<file path="src/rtl/pipe_stage_reg_pkg.sv">
// rtl/pipe_stage_reg_pkg.sv - shared payload field widths and skid-stage state encoding
package pipe_stage_reg_pkg;

  localparam int RD_ADDR_W     = 5;
  localparam int RD_VAL_W      = 32;
  localparam int INS_TYPE_W    = 7;
  localparam int INS_DETAILS_W = 3;
  localparam int MEM_ADDR_W    = 32;
  localparam int MEM_VAL_W     = 32;
  localparam int FORWARD_W     = 1;

  localparam int PAYLOAD_W = RD_ADDR_W + RD_VAL_W + INS_TYPE_W + INS_DETAILS_W
                           + MEM_ADDR_W + MEM_VAL_W + FORWARD_W;

  typedef enum logic [1:0] {
    ST_EMPTY = 2'd0,
    ST_ONE   = 2'd1,
    ST_TWO   = 2'd2
  } state_t;

  function automatic logic [1:0] occ_of(state_t s);
    case (s)
      ST_ONE:  occ_of = 2'd1;
      ST_TWO:  occ_of = 2'd2;
      default: occ_of = 2'd0;
    endcase
  endfunction

endpackage

</file>
<file path="src/rtl/pipe_stage_reg.sv">
// rtl/pipe_stage_reg.sv - two-entry skid buffer pipeline stage with freeze and flush
module pipe_stage_reg
  import pipe_stage_reg_pkg::*;
#(
  parameter int                 DATA_W   = PAYLOAD_W,
  parameter logic [DATA_W-1:0]  NOP_WORD = {DATA_W{1'b0}}
) (
  input  logic              clk_in,
  input  logic              rst_n_in,
  input  logic              rdy_in,
  input  logic              flush_in,
  input  logic              in_valid,
  input  logic [DATA_W-1:0] in_data,
  output logic              in_ready,
  output logic              out_valid,
  output logic [DATA_W-1:0] out_data,
  input  logic              out_ready,
  output logic [1:0]        occupancy
);

  state_t            state_q, state_d;
  logic [DATA_W-1:0] main_q, main_d;
  logic [DATA_W-1:0] skid_q, skid_d;
  logic              accept_w;
  logic              release_w;

  // Handshake outputs come only from registered state, so out_ready never reaches in_ready.
  assign in_ready  = (state_q != ST_TWO);
  assign out_valid = (state_q != ST_EMPTY);
  assign out_data  = main_q;
  assign occupancy = occ_of(state_q);

  assign accept_w  = in_valid & in_ready & rdy_in & ~flush_in;
  assign release_w = out_valid & out_ready & rdy_in;

  always_comb begin
    state_d = state_q;
    main_d  = main_q;
    skid_d  = skid_q;
    if (flush_in) begin
      state_d = ST_EMPTY;
      main_d  = NOP_WORD;
      skid_d  = NOP_WORD;
    end else begin
      case (state_q)
        ST_EMPTY: begin
          if (accept_w) begin
            state_d = ST_ONE;
            main_d  = in_data;
          end
        end
        ST_ONE: begin
          if (accept_w && release_w) begin
            main_d = in_data;
          end else if (accept_w) begin
            state_d = ST_TWO;
            skid_d  = in_data;
          end else if (release_w) begin
            state_d = ST_EMPTY;
            main_d  = NOP_WORD;
          end
        end
        ST_TWO: begin
          if (release_w) begin
            state_d = ST_ONE;
            main_d  = skid_q;
          end
        end
        default: begin
          state_d = ST_EMPTY;
          main_d  = NOP_WORD;
          skid_d  = NOP_WORD;
        end
      endcase
    end
  end

  always_ff @(posedge clk_in or negedge rst_n_in) begin
    if (!rst_n_in) begin
      state_q <= ST_EMPTY;
      main_q  <= NOP_WORD;
      skid_q  <= NOP_WORD;
    end else begin
      state_q <= state_d;
      main_q  <= main_d;
      skid_q  <= skid_d;
    end
  end

endmodule

</file>
<file path="config.mk">
export PLATFORM = sky130hd
export DESIGN_NAME = pipe_stage_reg
export DESIGN_NICKNAME = d
export VERILOG_FILES = /design/src/rtl/pipe_stage_reg_pkg.sv /design/src/rtl/pipe_stage_reg.sv
export SDC_FILE = /design/constraint.sdc
export NUM_CORES = 1
export LEC_CHECK = 0
export BUFFER_PORTS_ARGS = -buffer_cell sky130_fd_sc_hd__buf_4
export CORE_MARGIN = 4
export CORE_UTILIZATION = 57
export CTS_BUF_LIST = sky130_fd_sc_hd__clkbuf_4 sky130_fd_sc_hd__clkbuf_8
export CTS_CLUSTER_DIAMETER = 150
export CTS_CLUSTER_SIZE = 16
export DETAILED_ROUTE_END_ITERATION = 8
export GPL_TIMING_DRIVEN = 0
export PLACE_DENSITY = 0.83
export RECOVER_POWER = 25
export SKIP_CTS_REPAIR_TIMING = 1
export SYNTH_ARGS = -nofsm -noshare
export SYNTH_HDL_FRONTEND = slang
export SYNTH_SLANG_ARGS = --single-unit
</file>
<file path="constraint.sdc">
create_clock -name clk_in -period 1.99 [get_ports clk_in]
set_input_delay 0.2985 -clock clk_in [delete_from_list [all_inputs] [get_ports clk_in]]
set_output_delay 0.2985 -clock clk_in [all_outputs]
set_load 0.005 [all_outputs]
</file>
==> flow_metrics.env <==
export IMPL_leakagePower_nw=6.19
export IMPL_fillers=1387
export IMPL_synth_compound_area_share_pct=24.0
export IMPL_dp_hpwl_microns=20400
export IMPL_clock_skew_ns=0.0237
export IMPL_start_util_pct=58.0
export IMPL_hp_class="in2reg"
export IMPL_max_freq_ghz=0.501
export IMPL_die_area_sq_um=21300
export IMPL_status="finished with violations"
export IMPL_seq_area_frac_synth_pct=52.1
export IMPL_netlist_instances=1027
export IMPL_row_count=50
export IMPL_start_kind="flop"
export IMPL_critical_path_endpoint="out_valid"
export IMPL_ff2ff_setup_slack_ns=0.08
export IMPL_tns_ns=-0.00480
export IMPL_seq_area_sq_um=5660
export IMPL_drc=0
export IMPL_cts_inserted_buffers=18
export IMPL_pwr_density_cell_nw_per_um2=652
export IMPL_routedWlPerCell_microns=19.3
export IMPL_synth_simple_area_share_pct=8.83
export IMPL_reg2regPathDepth=7
export IMPL_port_buffer_count=233
export IMPL_gp_congestion=0.811
export IMPL_detail_route_first_pass_iterations=5
export IMPL_synth_top_family_by_area="compound AO/OA/AOI/OAI gates"
export IMPL_fin_crit_sh_pct=100
export IMPL_antenna_found_initial=0
export IMPL_clock_latency_ns=0.53
export IMPL_multi_input_area_sq_um=4740
export IMPL_nets=1436
export IMPL_viasPerCell=5.92
export IMPL_drive_gt1_share_pct=28.1
export IMPL_pin_count=234
export IMPL_gr_total_overflow=0
export IMPL_critPathLaunch="state_q[1]$_DFFE_PN0P_"
export IMPL_syn_cell_area_sq_um=10900
export IMPL_crit_arrival_ns=1.70
export IMPL_criticalPathCategory="reg2out"
export IMPL_clk_pin_slew_ns=0.10
export IMPL_grt_pass1_wl_microns=47400
export IMPL_routed_wl_met2_microns=14300
export IMPL_die_w_microns=146
export IMPL_violations="setup timing"
export IMPL_ys_ff_latch=226
export IMPL_yosys_area_share_adder_pct=0
export IMPL_die_h_microns=146
export IMPL_core_area_sq_um=18700
export IMPL_rsz0062_at_grt="yes"
export IMPL_totalWireLength_microns=30000
export IMPL_setup_violations=1
export IMPL_period_minus_slack_ns=1.99
export IMPL_postLayoutCoreUtil_pct=73.2
export IMPL_yosys_warnings=0
export IMPL_avgSynthCellArea_sq_um=10.6
export IMPL_grt_util_all_layers_pct=26.7
export IMPL_placed_cells=1495
export IMPL_worstPathRequired_ns=1.69
export IMPL_slew_headroom_pct=45.2
export IMPL_grt_max_degree=123
export IMPL_clock_sinks=226
export IMPL_synthXorXnorAreaFrac_pct=0
export IMPL_crit_reg2reg_launch="state_q[0]$_DFFE_PN0P_"
export IMPL_topRoutingLayerUsed="met4"
export IMPL_antenna_cells=0
export IMPL_grt_pass1_vias=8950
export IMPL_r2r_end="out_data[52]$_DFFE_PN0P_"
export IMPL_ant_nets=0
export IMPL_synthToLayoutAreaGrowth_pct=26.1
export IMPL_via_count=9188
export IMPL_critPathMaxFanout=8
export IMPL_slew_violations=0
export IMPL_cts_buffer_depth=3
export IMPL_cp_end_kind="output port"
export IMPL_route_met3_wl_microns=1910
export IMPL_first_iter_violations=611
export IMPL_cts_root_buf="clkbuf_8"
export IMPL_finalHoldViolCount=0
export IMPL_tightest_slew_ns=0.822
export IMPL_htreeDepth=1
export IMPL_syn_nets=1145
export IMPL_fin_ws_ns=-0.00480
export IMPL_synth_cell_type_count=28
export IMPL_drv_cap=0
export IMPL_peakVddDrop_mv=0.541
export IMPL_synthMuxAreaShare_pct=10.3
export IMPL_cts_tree="built"
export IMPL_final_cells=1552
export IMPL_met1_length_microns=13000
[cell type report]
type                            count  share of cell area (%)
Buffer                             97                    4.40
Clock buffer                       19                    1.91
Clock inverter                      1                   0.119
Inverter                            4                   0.110
Multi-Input combinational cell    700                    34.7
Sequential cell                   226                    41.3
Tap cell                          234                    2.14
Timing Repair Buffer              271                    15.3
[per-stage QoR]
stage               power, W  worst slack (ns)  area, sq um  hold slack, ns
floorplan            0.00572             0.385        10900         0.00291
global placement     0.00649             -1.09        12900           0.461
detailed placement   0.00654            -0.263        12900           0.405
CTS                  0.00888            -0.839        13200          -0.166
global route         0.00932           -0.0436        13700         0.00833
finish               0.00893          -0.00480        13700          0.0139
[cells in the final DEF, fill, tap and decap left out, drive strengths merged, types with 2 or more instances in the layout]
cell type,instances
or2,2
mux2i,112
a22o,112
buf,341
nor2,3
dfrtp,226
o21ai,114
inv,5
nand2,228
o2bb2ai,112
a21oi,2
clkbuf,45
nand2b,4
[power by group]
group          leakage, nW  internal (W)  switching (W)  total (W)
sequential            3.10       0.00482       0.000136    0.00495
combinational         2.94      0.000743       0.000860    0.00160
clock                0.144      0.000882        0.00150    0.00238
[routing by layer]
| layer | vias up | global-route usage (%) |
|---|---|---|
| met3 | 42 | 4.52 |
| met1 | 4535 | 37.5 |
| met2 | 307 | 43.6 |
| li1 | 4304 | - |
| met4 | 0 | 7.15 |
| met5 | - | 0 |
[registers in the layout (all words and copies together) (netlist names)]
name and count:
out_data 112, skid_q 112, state_q 2
[synth_stat cells]
cell	n	area, sq um
o21ai_0	102	510
o21ai_1	12	60.1
clkbuf_1	22	82.6
and3b_1	1	8.76
a311oi_2	1	15.0
or2_2	1	6.26
a21oi_1	2	10.0
nor2_1	3	11.3
buf_1	13	48.8
nor2b_1	1	6.26
nand2_1	228	856
o2bb2ai_1	112	981
o22ai_2	1	12.5
dfrtp_1	226	5660
buf_2	41	205
a21o_1	1	7.51
nand2b_1	4	25.0
nor3_4	1	16.3
mux2i_1	112	1120
nor4b_2	1	15.0
a211o_1	1	8.76
inv_1	4	15.0
buf_4	21	158
a22o_1	112	981
or2_1	1	6.26
a221oi_2	1	15.0
o21a_1	1	7.51
and2b_1	1	7.51
[worst max-delay path: stages, from the launching register on]
cell     delay [ns]
dfrtp_1        0.42
buf_6          0.14
buf_12         0.13
buf_12         0.13
or2_4          0.24
buf_6          0.11
[worst min-delay path by stage]
stage                           start                       end  depth (start not counted)
4_1_cts                      rst_n_in  out_data[34]$_DFFE_PN0P_                          1
5_1_grt                   in_data[85]    skid_q[85]$_DFFE_PN0P_                          3
3_5_place_dp                 rst_n_in  out_data[34]$_DFFE_PN0P_                          1
3_3_place_gp   skid_q[63]$_DFFE_PN0P_    skid_q[63]$_DFFE_PN0P_                          2
6_report                  in_data[85]    skid_q[85]$_DFFE_PN0P_                          3
2_1_floorplan                rst_n_in   out_data[0]$_DFFE_PN0P_                          0
[logic make-up after synthesis]
| group | count (synthesis) |
|---|---|
| buf+inv | 101 |
| simple gates | 242 |
| compound gates | 346 |
| flops | 226 |
| mux | 112 |
No activity file was read; power rests on OpenSTA's default activity.
